==> config.mk <==
export PLATFORM = sky130hd
export DESIGN_NAME = regfile_sb
export DESIGN_NICKNAME = d
export VERILOG_FILES = /design/src/rtl/regfile_pkg.sv /design/src/rtl/regfile_scoreboard.sv /design/src/rtl/regfile_sb.sv
export SDC_FILE = /design/constraint.sdc
export NUM_CORES = 2
export LEC_CHECK = 0
export ABC_AREA = 1
export CORE_UTILIZATION = 50
export DETAILED_ROUTE_END_ITERATION = 8
export PLACE_DENSITY = 0.66
export RECOVER_POWER = 25
export SYNTH_ARGS = -nofsm -noshare
export SYNTH_HDL_FRONTEND = slang
export SYNTH_HIERARCHICAL = 1
export SYNTH_SLANG_ARGS = --single-unit
==> constraint.sdc <==
create_clock -name clk -period 9.8 [get_ports clk]
set_input_delay 0.98 -clock clk [delete_from_list [all_inputs] [get_ports clk]]
set_output_delay 0.98 -clock clk [all_outputs]
set_load 0.005 [all_outputs]
==> src/rtl/regfile_pkg.sv <==
// Shared constants and types for the scoreboarded integer register file.
package regfile_pkg;

    localparam int DEF_WIDTH = 32;
    localparam int DEF_NREGS = 32;
    localparam int DEF_AW    = $clog2(DEF_NREGS);

    typedef logic [DEF_AW-1:0] reg_idx_t;

    localparam int       ZERO_REG     = 0;
    localparam reg_idx_t ZERO_REG_IDX = reg_idx_t'(ZERO_REG);

endpackage

==> src/rtl/regfile_scoreboard.sv <==
// Busy-bit scoreboard: tracks registers with an outstanding producer, gates
// WAW allocation and keeps a registered popcount of pending registers.
module regfile_scoreboard
    import regfile_pkg::*;
#(
    parameter int NREGS = DEF_NREGS,
    parameter int AW    = $clog2(NREGS),
    parameter int CW    = $clog2(NREGS + 1)
) (
    input  logic             clk,
    input  logic             rst,
    input  logic             wen,
    input  logic [AW-1:0]    rd_addr,
    input  logic             alloc_valid,
    input  logic [AW-1:0]    alloc_addr,
    input  logic             flush,
    output logic             alloc_ready,
    output logic [NREGS-1:0] busy,
    output logic [CW-1:0]    busy_count
);

    logic [NREGS-1:0] busy_q, busy_d;
    logic [CW-1:0]    count_q, count_d;
    logic             alloc_accept;

    // A writeback landing this cycle frees the slot for a new producer.
    always_comb begin
        alloc_ready = (alloc_addr == AW'(ZERO_REG))
                    | !busy_q[alloc_addr]
                    | (wen && (rd_addr == alloc_addr));
    end

    assign alloc_accept = alloc_valid && alloc_ready
                       && (alloc_addr != AW'(ZERO_REG)) && !flush;

    // Clear on writeback first, then set on allocation so the new producer wins.
    always_comb begin
        busy_d = busy_q;
        for (int i = 1; i < NREGS; i++) begin
            if (wen && (rd_addr == AW'(i))) begin
                busy_d[i] = 1'b0;
            end
            if (alloc_accept && (alloc_addr == AW'(i))) begin
                busy_d[i] = 1'b1;
            end
        end
        if (flush) begin
            busy_d = '0;
        end
        busy_d[ZERO_REG] = 1'b0;
    end

    always_comb begin
        count_d = '0;
        for (int i = 0; i < NREGS; i++) begin
            count_d = count_d + CW'(busy_d[i]);
        end
    end

    always_ff @(posedge clk or negedge rst) begin
        if (!rst) begin
            busy_q  <= '0;
            count_q <= '0;
        end else begin
            busy_q  <= busy_d;
            count_q <= count_d;
        end
    end

    assign busy       = busy_q;
    assign busy_count = count_q;

endmodule

==> src/rtl/regfile_sb.sv <==
// Multi-read-port register file with busy scoreboard and optional
// write-to-read bypass; register 0 is hardwired to zero and never busy.
module regfile_sb
    import regfile_pkg::*;
#(
    parameter int WIDTH  = DEF_WIDTH,
    parameter int NREGS  = DEF_NREGS,
    parameter int NREAD  = 2,
    parameter int BYPASS = 1,
    localparam int AW    = $clog2(NREGS),
    localparam int CW    = $clog2(NREGS + 1)
) (
    input  logic                   clk,
    input  logic                   rst,
    input  logic                   wen,
    input  logic [AW-1:0]          rd_addr,
    input  logic [WIDTH-1:0]       rd_data,
    input  logic [NREAD*AW-1:0]    rs_addr,
    output logic [NREAD*WIDTH-1:0] rs_data,
    output logic [NREAD-1:0]       rs_ready,
    input  logic                   alloc_valid,
    input  logic [AW-1:0]          alloc_addr,
    output logic                   alloc_ready,
    input  logic                   flush,
    output logic [CW-1:0]          busy_count
);

    logic [WIDTH-1:0] regs_q [NREGS];
    logic [NREGS-1:0] busy;
    logic             wr_en;

    assign wr_en = wen && (rd_addr != AW'(ZERO_REG));

    regfile_scoreboard #(
        .NREGS (NREGS),
        .AW    (AW),
        .CW    (CW)
    ) u_scoreboard (
        .clk         (clk),
        .rst         (rst),
        .wen         (wen),
        .rd_addr     (rd_addr),
        .alloc_valid (alloc_valid),
        .alloc_addr  (alloc_addr),
        .flush       (flush),
        .alloc_ready (alloc_ready),
        .busy        (busy),
        .busy_count  (busy_count)
    );

    always_ff @(posedge clk or negedge rst) begin
        if (!rst) begin
            for (int i = 0; i < NREGS; i++) begin
                regs_q[i] <= '0;
            end
        end else if (wr_en) begin
            regs_q[rd_addr] <= rd_data;
        end
    end

    // Address 0 takes priority over bypass so a write to x0 is never visible.
    always_comb begin
        rs_data  = '0;
        rs_ready = '0;
        for (int p = 0; p < NREAD; p++) begin
            if (rs_addr[p*AW +: AW] == AW'(ZERO_REG)) begin
                rs_data[p*WIDTH +: WIDTH] = '0;
                rs_ready[p]               = 1'b1;
            end else if ((BYPASS != 0) && wen && (rd_addr == rs_addr[p*AW +: AW])) begin
                rs_data[p*WIDTH +: WIDTH] = rd_data;
                rs_ready[p]               = 1'b1;
            end else begin
                rs_data[p*WIDTH +: WIDTH] = regs_q[rs_addr[p*AW +: AW]];
                rs_ready[p]               = !busy[rs_addr[p*AW +: AW]];
            end
        end
    end

endmodule

# Word-level counts from Yosys, hierarchy flattened
# Cells that the tools add are included.
[classes] order_cmp=7 n_mux=86 div=0 n_mul=0 n_reduce_logical=79 eq_ne=65 add_sub_neg=30 shift=0 bitwise=5
[op_table] cell="bitwise mux 1024 bit" n=1
[op_table] cell="binary-select mux 32 bit (select 5 bit)" n=2
[op_table] cell="2-to-1 mux 32 bit" n=10
[op_table] cell="adder 6 x 1 -> 6 bit" n=29
[op_table] cell="demux 32 bit (select 5 bit)" n=1
[op_table] cell="equality test 5 bit (second input constant)" n=32
[op_table] cell="equality test 5 x 4 -> 1 bit (second input constant)" n=16
[op_table] cell="logical AND 1 bit" n=70
[op_table] cell="2-to-1 mux 1 bit" n=69
[op_table] cell="equality test 5 x 3 -> 1 bit (second input constant)" n=8
[op_table] cell="equality test 5 x 2 -> 1 bit (second input constant)" n=4
[op_table] cell=">= comparator 6 bit (second input constant)" n=3
[op_table] cell="< comparator 5 x 6 -> 1 bit (second input constant)" n=3
[op_table] cell="inverter 5 -> 6 bit" n=3
[op_table] cell="binary-select mux 1 bit (select 5 bit)" n=3
[op_table] cell="equality test 5 bit" n=3
[op_table] cell="zero test 5 bit" n=3
[op_table] cell="equality test 5 x 1 -> 1 bit (second input constant)" n=2
[op_table] cell="nonzero test 5 bit" n=2
[op_table] cell="< comparator 6 x 1 -> 1 bit (second input constant)" n=1
[op_table] cell="zero test 1 bit" n=4
[op_table] cell="adder 1 x 1 -> 2 bit" n=1
[op_table] cell="OR 1 bit" n=2
[word_totals] output_inout_bits=73 register_bits=1061 latch_bits=0 word_cells=306 memories=0 ramBits=0 mem_bits_ro=0

# Longest topological paths before layout
[logic_depth] ltp_word=41 mapped_depth=34 depth_no_buf=31

# Cells and area by module
# Netlist, hierarchy kept.
[modules_own_cells] mod="regfile_sb" n_inst=1 seq_area_each_um2=25624.6 cells_each=8308 area_per_inst_um2=58028.2
[modules_own_cells] mod="regfile_scoreboard" n_inst=1 seq_area_each_um2=925.9 cells_each=432 area_per_inst_um2=3173.0

# Least setup slack after synthesis
# No wires, ideal clock.
[synth_path] path_kind="input to register" startpoint="input alloc_addr[0]" endpoint="register u_scoreboard.count_q[4] (netlist: u_scoreboard/busy_count[4])" arrival_time_ns=6.247 slack_ns=3.432 cell_stages=27 t_required_ns=9.679 path_cell_list="buf_4 -> buf_2 -> nand3_1 -> nand2_1 -> nor2_1 -> nor2_1 -> nor2_1 -> nand2_1 -> nand3_2 -> buf_6 -> nand3_2 -> nand2_1 -> nand2_1 -> fa_1 -> inv_1 -> fa_1 -> inv_1 -> fa_1 -> fa_1 -> fa_1 -> inv_1 -> fa_1 -> fa_1 -> inv_1 -> fa_1 -> o21a_1 -> xor2_1"
[synth_between] elab_chain_cells=41 elab_cells_between_ends=136
[synth_rtl] element="from (decl)" line="regfile_sb.sv:22" source="input logic [AW-1:0] alloc_addr,"
[synth_rtl] element="binary-select mux 1 bit (select 5 bit)" line="regfile_scoreboard.sv:29" source="| !busy_q[alloc_addr]"
[synth_rtl] element="2-to-1 mux 1 bit (implied by the code)" line="regfile_scoreboard.sv:29"
[synth_rtl] element="zero test 1 bit" line="regfile_scoreboard.sv:29"
[synth_rtl] element="OR 1 bit" line="regfile_scoreboard.sv:29"
[synth_rtl] element="OR 1 bit" line="regfile_scoreboard.sv:30" source="| (wen && (rd_addr == alloc_addr));"
[synth_rtl] element="logical AND 1 bit" line="regfile_scoreboard.sv:33" source="assign alloc_accept = alloc_valid && alloc_ready"
[synth_rtl] element="logical AND 1 bit (2 in a row)" line="regfile_scoreboard.sv:34" source="&& (alloc_addr != AW'(ZERO_REG)) && !flush;"
[synth_rtl] element="logical AND 1 bit" line="regfile_scoreboard.sv:43" source="if (alloc_accept && (alloc_addr == AW'(i))) begin"
[synth_rtl] element="2-to-1 mux 1 bit" line="regfile_scoreboard.sv:43"
[synth_rtl] element="2-to-1 mux 32 bit (*)" line="regfile_scoreboard.sv:47" source="if (flush) begin"
[synth_rtl] element="adder 1 x 1 -> 2 bit" line="regfile_scoreboard.sv:56" source="count_d = count_d + CW'(busy_d[i]);"
[synth_rtl] element="adder 6 x 1 -> 6 bit (28 in a row)" line="regfile_scoreboard.sv:56"
[synth_rtl] element="adder 6 x 1 -> 6 bit (*)" line="regfile_scoreboard.sv:56"
[synth_rtl] element="net u_scoreboard.count_d[4]" line="regfile_scoreboard.sv:23" source="logic [CW-1:0] count_q, count_d;"
[synth_rtl] element="to (signal assigned)" line="regfile_scoreboard.sv:66" source="count_q <= count_d;"
[synth_rtl] element="to (decl)" line="regfile_scoreboard.sv:23"
# The timed path passes the listed nets; every way through them passes the cells marked *. The select of a mux whose other input is x is not followed.
# A chain may end at the register's enable or synchronous reset.

# Worst setup path in the final report
# Ends and elaborated chain as after synthesis.

==> impl_metrics.ini <==
[status]
outcome = complete, but fails checks
violations = capacitance limit, slew limit

[synthesis]
synthArstFlopShare_pct = 100.0
ys_seq_elements = 1061
synthTopCellsByArea = dfrtp_1 43%, nand2_1 15%, o21ai_0 12%
synth_area_um2 = 61200
synth_edf_count = 0
syn_inst = 8740
synth_top_area_share_pct = 43.38
synthFlopType = dfrtp_1
synthDistinctLibCells = 36
synth_common_cells = 2496 x nand2_1, 1474 x o21ai_0, 1061 x dfrtp_1
synth_warnings = 6
synth.most_common_cell = nand2_1
yosysSeqAreaShare_pct = 43.38
syn-num-nets = 8827
avgSynthCellArea_um2 = 7.002
yosys.area.top_type = dfrtp_1

[detailed_routing]
vias = 60830
vias_per_cell = 6.053
first_pass_iters = 8
wirelength_mm = 239.2
wl_per_cell_um = 23.80
drc_errors = 0
drtAntennaViolNets = 0
first_iter_violations = 8400

[global_route]
met3_usage_pct = 8.449
grt_overflow = 0
antenna_found_initial = 10
busiest_layer = met2
met1_usage_pct = 52.69
grt_max_degree = 163
grt_pass1_vias = 56300
grt_pass1_wl_mm = 358.6
met2_usage_pct = 58.26
grtUsageTotal_pct = 38.51

[layout]
area_growth_pct = 9.153
layout.nets = 8419
drive_gt1_share_pct = 5.240

[die]
die_y_um = 351.9
start_util_pct = 50.74
io_pins = 130
row_count = 127
dieArea_um2 = 123800
die_x_um = 351.9
core_area_um2 = 120600

[clock_tree]
insertion_delay_ps = 740
cts_buffer_depth = 3
path_clk_slew_ps = 60
cts_htree_levels = 3
cts.sinks = 1061
hold_buffers = 0
cts_buffers = 118
post_cts_resized = 0
post_cts_buffers = 0
cts_root_buffer = clkbuf_16
cts_tree = yes

[sta]
layout_min_cycle_time_ps = 7779
finalHoldViolCount = 0
fmax_ghz = 0.1286
finalSetupTns_ps = 0
setup_viol = 0
tightest_slew_ps = 6802
slew_viol_final = 115
fin_crit_sh_pct = 79.38
skew_ps = 7.239
max-slew-margin-rel_pct = -353.5
grt_setup_unrepaired = false

[setup_path]
ff2ff_path_depth = 26
critPathLaunch = alloc_addr[0]
cp_max_fo = 32
worst_ep_arrival_time_ps = 8400
critPathKind = input pin to flop
cp-end-kind = flop
r2r-start = u_scoreboard/busy[23]$_DFF_PN0_
required_ps = 10420
critPathLaunchType = input pin

[place]
dp_hpwl_mm = 128.4
gp_congestion = 0.8748
port-buffer-count = 129

[power]
p_leak_uw = 0.03120
p_per_area_nw_per_um2 = 196.5
finalPower_uw = 13130
irDropWorstVdd_v = 0.0001577

[min_path]
min_from = regs_q[1011]$_DFFE_PN0P_
hold_depth = 0
hp-class = flop to flop

[flow_run]
max_cap_viol_count = 1
cells by family after synthesis:
family                   count (synthesis)  synth area share, %
adder cells (fa/ha/maj)                 30               0.8954
AO/OA/AOI/OAI                         2336                20.40
other                                    1             0.006127
flip-flops                            1061                43.38
XOR/XNOR                                 5              0.07155
buffers and inverters                 1461                9.396
AND/OR/NAND/NOR                       3846                25.85
cell type report:
class / instances / area [um2]
Inverter: 703 / 2673
Clock inverter: 45 / 679.4
Tap cell: 1612 / 2017
Multi-Input combinational cell: 6218 / 29160
Fill cell: 11610 / 53800
Antenna cell: 2 / 5.005
Timing Repair Buffer: 230 / 2146
Sequential cell: 1061 / 26550
Clock buffer: 178 / 3575
worst paths after layout:
check / endpoint / slack (ps)
worst max-delay path: u_scoreboard/busy_count[4]$_DFF_PN0_ / 2020
worst min-delay path: regs_q[1011]$_DFFE_PN0P_ / 390
worst max register to register: u_scoreboard/busy_count[4]$_DFF_PN0_ / 3130
worst min register to register: regs_q[1011]$_DFFE_PN0P_ / 390
max in group asynchronous: regs_q[72]$_DFFE_PN0P_ / 2610
min in group asynchronous: regs_q[683]$_DFFE_PN0P_ / 2720
metal layers:
metal,wire length (um),vias up,part of all wire [%]
met2,103500,3469,43
met1,96610,28930,40
met5,78,-,0.033
met3,27090,659,11
met4,11920,12,5.0
li1,-,27760,-
metrics by stage:
stage               utilization, %  cells  cell area [um2]  worst slack (ps)  hold WS (ps)
global route                 55.38  10050            66800              1456         402.6
finish                       55.39  10050            66800              2021         392.3
global placement             51.87   9824            62560              1353         375.6
detailed placement           51.87   9824            62560              1365         378.5
CTS                          55.39  10050            66810              2090         356.9
floorplan                        -   8740            61200              3432         440.0
where the power goes:
part / internal, uW / switching, uW
combinational: 888 / 1660
sequential: 5180 / 510
clock: 2950 / 1940
total: 9020 / 4110
critical path: stages:
cell and delay (ps):
clkdlybuf4s50_1 950, inv_2 270, nor2_2 330, nand2_1 90
nand3_1 90, nand2_1 50, nand2_1 100, nor2_1 50
nand2_1 60, nand3_2 690, nand3_2 300, nand2_1 110
nand2_1 110, fa_1 480, fa_1 530, inv_1 60
fa_1 480, inv_1 50, fa_1 470, fa_1 500
inv_1 50, fa_1 490, fa_1 200, inv_1 70
fa_1 460, o21a_1 210, xor2_1 140
registers in the layout (all words and copies together) (netlist names):
| signal | flops |
|---|---|
| u_scoreboard/busy_count | 6 |
| regs_q | 1024 |
| u_scoreboard/busy | 31 |
layout by cell type (no fill, tap or decap), drive strengths merged, types with 2 or more instances in the layout:
cell type      instances
a21oi                499
buf                  111
bufinv                17
clkbuf               179
clkdlybuf4s50        118
clkinv                29
dfrtp               1061
diode                  2
fa                    23
ha                     7
inv                  701
nand2               2497
nand3                846
nand3b                 5
nand4                  7
nor2                 420
nor3                  27
o211ai               304
o21ai               1526
o22ai                  4
or2                   43
xor2                   4
Note: power is estimated with default switching activity, not from simulation.
